==> config.mk <==
export PLATFORM = sky130hd
export DESIGN_NAME = example_cmd_seq
export DESIGN_NICKNAME = d
export VERILOG_FILES = /design/src/rtl/example_cmd_seq.sv
export SDC_FILE = /design/constraint.sdc
export NUM_CORES = 1
export LEC_CHECK = 0
export BUFFER_PORTS_ARGS = -buffer_cell sky130_fd_sc_hd__buf_2
export CAP_MARGIN = 40
export CORE_AREA = 3 3 71 73
export DETAILED_ROUTE_END_ITERATION = 16
export DIE_AREA = 0 0 74 76
export PLACE_DENSITY_LB_ADDON = 0.08
export REMOVE_ABC_BUFFERS = 1
export SLEW_MARGIN = 10
export SYNTH_ARGS = -nofsm -noshare
export SYNTH_HDL_FRONTEND = slang
export SYNTH_SLANG_ARGS = --single-unit
==> constraint.sdc <==
create_clock -name clk -period 3 [get_ports clk]
set_input_delay 0 -clock clk [delete_from_list [all_inputs] [get_ports clk]]
set_output_delay 0 -clock clk [all_outputs]
set_load 0.03 [all_outputs]
==> src/rtl/example_cmd_seq.sv <==
// Command sequencer: queues RESET/UP/DOWN commands and replays each one as a
// pulse-width-encoded strobe on ctrl, while shadowing the downstream counter.
module example_cmd_seq #(
  parameter int DEPTH = 4,
  parameter int GAP   = 2
) (
  input  logic       clk,
  input  logic       rst,
  input  logic [1:0] cmd,
  input  logic       cmd_valid,
  output logic       cmd_ready,
  input  logic       flush,
  input  logic [3:0] step,
  output logic       ctrl,
  output logic       busy,
  output logic       done,
  output logic [3:0] exp_count
);

  localparam int AW = $clog2(DEPTH);
  // Beat counter must hold both the longest pulse (3 beats) and GAP-1.
  localparam int CW = (GAP > 4) ? $clog2(GAP) : 2;

  localparam logic [1:0] CMD_NOP   = 2'b00;
  localparam logic [1:0] CMD_RESET = 2'b01;
  localparam logic [1:0] CMD_UP    = 2'b10;
  localparam logic [1:0] CMD_DOWN  = 2'b11;

  typedef enum logic [1:0] {
    ST_IDLE,
    ST_PULSE,
    ST_GAP
  } state_t;

  // ---------------------------------------------------------------------
  // Command queue
  // ---------------------------------------------------------------------
  logic [1:0]    mem [DEPTH];
  logic [AW-1:0] wr_ptr_reg;
  logic [AW-1:0] rd_ptr_reg;
  logic [AW:0]   count_reg;
  logic [AW:0]   count_next;
  logic          ready_reg;
  logic          empty;
  logic          push;
  logic          pop;
  logic [1:0]    head;

  // ---------------------------------------------------------------------
  // Sequencer state
  // ---------------------------------------------------------------------
  state_t        state_reg;
  logic [CW-1:0] cnt_reg;
  logic [1:0]    cur_cmd_reg;
  logic [3:0]    cur_step_reg;
  logic          ctrl_reg;
  logic          done_reg;
  logic [3:0]    exp_count_reg;

  function automatic logic [CW-1:0] last_beat(input logic [1:0] c);
    logic [CW-1:0] r;
    case (c)
      CMD_RESET: r = CW'(0);
      CMD_DOWN:  r = CW'(1);
      default:   r = CW'(2);
    endcase
    return r;
  endfunction

  function automatic logic [3:0] apply_cmd(input logic [3:0] cur,
                                           input logic [1:0] c,
                                           input logic [3:0] s);
    logic [3:0] r;
    case (c)
      CMD_RESET: r = 4'd0;
      CMD_UP:    r = cur + s;
      CMD_DOWN:  r = cur - s;
      default:   r = cur;
    endcase
    return r;
  endfunction

  assign empty = (count_reg == '0);
  assign head  = mem[rd_ptr_reg];

  // NOPs complete the handshake but never occupy a slot; flush discards a
  // same-cycle push.
  assign push = cmd_valid & ready_reg & (cmd != CMD_NOP) & ~flush;
  assign pop  = (state_reg == ST_IDLE) & ~empty;

  always_comb begin
    count_next = count_reg;
    if (flush) begin
      count_next = '0;
    end else begin
      case ({push, pop})
        2'b10:   count_next = count_reg + (AW+1)'(1);
        2'b01:   count_next = count_reg - (AW+1)'(1);
        default: count_next = count_reg;
      endcase
    end
  end

  always_ff @(posedge clk) begin
    if (push) begin
      mem[wr_ptr_reg] <= cmd;
    end
  end

  // ready is registered from the next occupancy, so it never depends on a
  // same-cycle pop and drops to 0 the instant reset asserts.
  always_ff @(posedge clk or negedge rst) begin
    if (!rst) begin
      wr_ptr_reg <= '0;
      rd_ptr_reg <= '0;
      count_reg  <= '0;
      ready_reg  <= 1'b0;
    end else begin
      count_reg <= count_next;
      ready_reg <= (count_next != (AW+1)'(DEPTH));
      if (flush) begin
        wr_ptr_reg <= '0;
        rd_ptr_reg <= '0;
      end else begin
        if (push) begin
          wr_ptr_reg <= wr_ptr_reg + AW'(1);
        end
        if (pop) begin
          rd_ptr_reg <= rd_ptr_reg + AW'(1);
        end
      end
    end
  end

  // A popped command is owned by the FSM, so a later flush cannot cut it short.
  always_ff @(posedge clk or negedge rst) begin
    if (!rst) begin
      state_reg     <= ST_IDLE;
      cnt_reg       <= '0;
      cur_cmd_reg   <= CMD_NOP;
      cur_step_reg  <= 4'd0;
      ctrl_reg      <= 1'b0;
      done_reg      <= 1'b0;
      exp_count_reg <= 4'd0;
    end else begin
      done_reg <= 1'b0;
      case (state_reg)
        ST_IDLE: begin
          if (pop) begin
            state_reg    <= ST_PULSE;
            ctrl_reg     <= 1'b1;
            cnt_reg      <= last_beat(head);
            cur_cmd_reg  <= head;
            cur_step_reg <= step;
          end
        end
        ST_PULSE: begin
          if (cnt_reg == '0) begin
            state_reg <= ST_GAP;
            ctrl_reg  <= 1'b0;
            cnt_reg   <= CW'(GAP - 1);
          end else begin
            cnt_reg <= cnt_reg - CW'(1);
          end
        end
        ST_GAP: begin
          if (cnt_reg == '0) begin
            state_reg     <= ST_IDLE;
            exp_count_reg <= apply_cmd(exp_count_reg, cur_cmd_reg, cur_step_reg);
          end else begin
            cnt_reg <= cnt_reg - CW'(1);
            // Arm done so it is high exactly in the final low cycle.
            if (cnt_reg == CW'(1)) begin
              done_reg <= 1'b1;
            end
          end
        end
        default: begin
          state_reg <= ST_IDLE;
          ctrl_reg  <= 1'b0;
        end
      endcase
    end
  end

  assign cmd_ready = ready_reg;
  assign ctrl      = ctrl_reg;
  assign done      = done_reg;
  assign exp_count = exp_count_reg;
  assign busy      = (state_reg != ST_IDLE) | ~empty;

endmodule
==> metrics.cfg <==
[global_routing]
met2_usage_pct = 22.4
grt_max_degree = 25
antenna_found_initial = 0
gr-usage-met1_pct = 16.6
grt_pass1_wl_um = 5960
grt_util_all_layers_pct = 13.6
busiest_layer = met2
first_global_vias = 1297
gr-usage-met3_pct = 3.56
grt.overflow.total = 0

[cells_and_area]
multi_input_area_um2 = 831
instances_no_fill = 250
final_cell_area_mm2 = 0.00207
final_net_count = 225
largest_reg_flops = 8
layout-drive-gt1-share_pct = 15.2
final-seq-area_um2 = 841
syn_to_final_growth_pct = 18.4
fill_cells = 431
insertedDiodeCount = 0

[worst_hold_path]
hold_path_class = in -> reg

[timing]
final.setup.tns_ns = 0
finalCritPeriodShare_pct = 88.8
rsz0062_at_grt = false
worst_pin_slew_ns = 0.567
fmax_ghz = 0.375
setup-violations-final = 0
max_slew_margin_pct = 62.2
period_needed_ns = 2.67
skew_ns = 0.00207
slew_viol_final = 0
hold_viol = 0
fin_ws_ns = 0.335

[clocking]
max-clock-path-buffers = 2
cts_buffers = 5
clockRootBuffer = clkbuf_8
clk_latency_ns = 0.29
cts.sinks = 32
htreeDepth = 2
cts_resized = 0
clkTransAtPathRegs_ns = 0.07
cts_tree = built

[yosys]
yosys.area.top_type = dfrtp_1
yosysMostFrequentCell = nand2_1
synth_common_cells = 26 x nand2_1, 24 x dfrtp_1, 16 x ha_1, 16 x inv_1, 13 x nor2_1
yosysWarnings = 0
synth_edf_count = 8
synth_flop_cell = dfrtp_1
synthCells = 169
ys_top_cells_by_area = dfrtp_1 34%, edfxtp_1 14%, ha_1 11%
synth_cell_types = 35
ys_seq_area_share_pct = 48.0
async_flop_share_pct = 75.0
ys_ff_latch = 32
synth_top_cell_area_share_pct = 34.3
syn_avg_cell_area_um2 = 10.4
syn_area_mm2 = 0.00175

[route]
wl_per_cell_um = 13.5
drtIter0Drc = 60
ant_nets = 0
drt-total-wl_um = 3360
drtPass1Iterations = 6
via_count = 1278
remaining_drc_errors = 0
vias_per_cell = 5.11

[run_status]
status = finished clean

[floorplanning]
io_pins = 18
die_area_mm2 = 0.00562
initial_utilization_pct = 39.7
die_w_um = 74
core_area_mm2 = 0.00441
placementRows = 24
die_y_um = 76

[critical_path]
critPathMaxFanout = 11
r2r_start = count_reg[0]
crit_required_ns = 3.17
path_class = reg -> reg
endpoint_kind = flip-flop
cp-endpoint = cmd_ready
worstPathArrival_ns = 2.84
rr_worst_depth = 9
cp-start-kind = flip-flop
r2r-end = cmd_ready
r2r_slack_ns = 0.33
startpoint = count_reg[0]

[pwr]
max-vdd-ir-drop_mv = 0.383
power_density_mw_per_mm2 = 1090
p_leak_nw = 0.970
finalPower_mw = 2.26

[placed_design]
place.detailed.hpwl_um = 2540
gp_congestion = 0.755
io_buffers = 17
dpl-instance-area_mm2 = 0.00188
place_inst = 234
dp_slack_ns = 0.304

[run]
maxCapViolations = 0

cell usage in the layout, fill, tap and decap left out, types with 2 or more instances in the layout:
master / netlist / final
a21o_1: 2 / 2
a21oi_1: 9 / 9
and2_1: 5 / 5
buf_2: 3 / 17
clkbuf_8: 0 / 5
dfrtp_1: 24 / 24
dlygate4sd3_1: 0 / 8
edfxtp_1: 8 / 8
fa_1: 2 / 2
ha_1: 16 / 16
inv_1: 16 / 16
mux2i_1: 2 / 2
mux4_2: 2 / 2
nand2_1: 26 / 26
nand3_1: 3 / 3
nor2_1: 13 / 13
o211ai_1: 2 / 2
o21ai_0: 9 / 9
o22a_1: 2 / 2
or3_1: 3 / 3
xnor2_1: 4 / 4
xor2_1: 3 / 3
stage by stage:
stage	util, %	hold WS, ns
floorplan	-	-0.296
detailed placement	42.6	0.0356
global route	47.0	0.208
finish	47.0	0.180
CTS	47.0	0.188
global placement	42.6	0.0174
cell families after synthesis:
group	synth area share, %
flops	48.0
xor+xnor	3.50
mux	3.72
buf+inv	4.50
fa+ha+maj	13.7
simple gates	15.4
compound gates	11.1
metal layers:
layer	vias up	routed length, um
met1	624	1450
met4	0	57
met5	-	0
met3	6	113
li1	627	-
met2	21	1740
where the power goes:
part / leakage [nW] / total [mW] / internal (mW) / switching, mW
sequential: 0.377 / 0.710 / 0.584 / 0.126
combinational: 0.539 / 1.13 / 0.464 / 0.667
clock: 0.0541 / 0.418 / 0.246 / 0.172
how the worst min path moves through the flow:
stage / start / endpoint / slack (ns) / depth (start not counted)
floorplan: rst / cmd_ready / -0.30 / 0
global placement: rst / state_reg[1] / 0.02 / 1
detailed placement: rst / state_reg[0] / 0.04 / 1
CTS: cmd_valid / wr_ptr_reg[0] / 0.19 / 4
global route: cmd_valid / wr_ptr_reg[0] / 0.21 / 4
finish: cmd_valid / wr_ptr_reg[0] / 0.18 / 4
worst max-delay path, cell delays in order (launching register included):
cell and delay (ns):
dfrtp_1 0.43, nor3_2 0.30, nand2b_1 0.25, inv_1 0.20, ha_1 0.29, fa_1 0.38
xnor2_1 0.14, or3_1 0.31, a21oi_1 0.18, nand2_1 0.08
what timing repair did:
item | 4_1_cts | 5_1_grt
hold buffers | 8 | 0
endpoints found under the hold margin | 43 | 0
buffers inserted | 0 | 0
endpoints found under the setup margin | 0 | 0
final cells by class:
type	count	area share [%]
sequential	32	40.6
multi-input combinational	117	40.1
timing repair buffer	25	7.97
clock buffer	5	3.32
tap	52	3.14
inverter	16	2.90
clock inverter	3	2.05
Note: power is estimated with default switching activity, not from simulation.
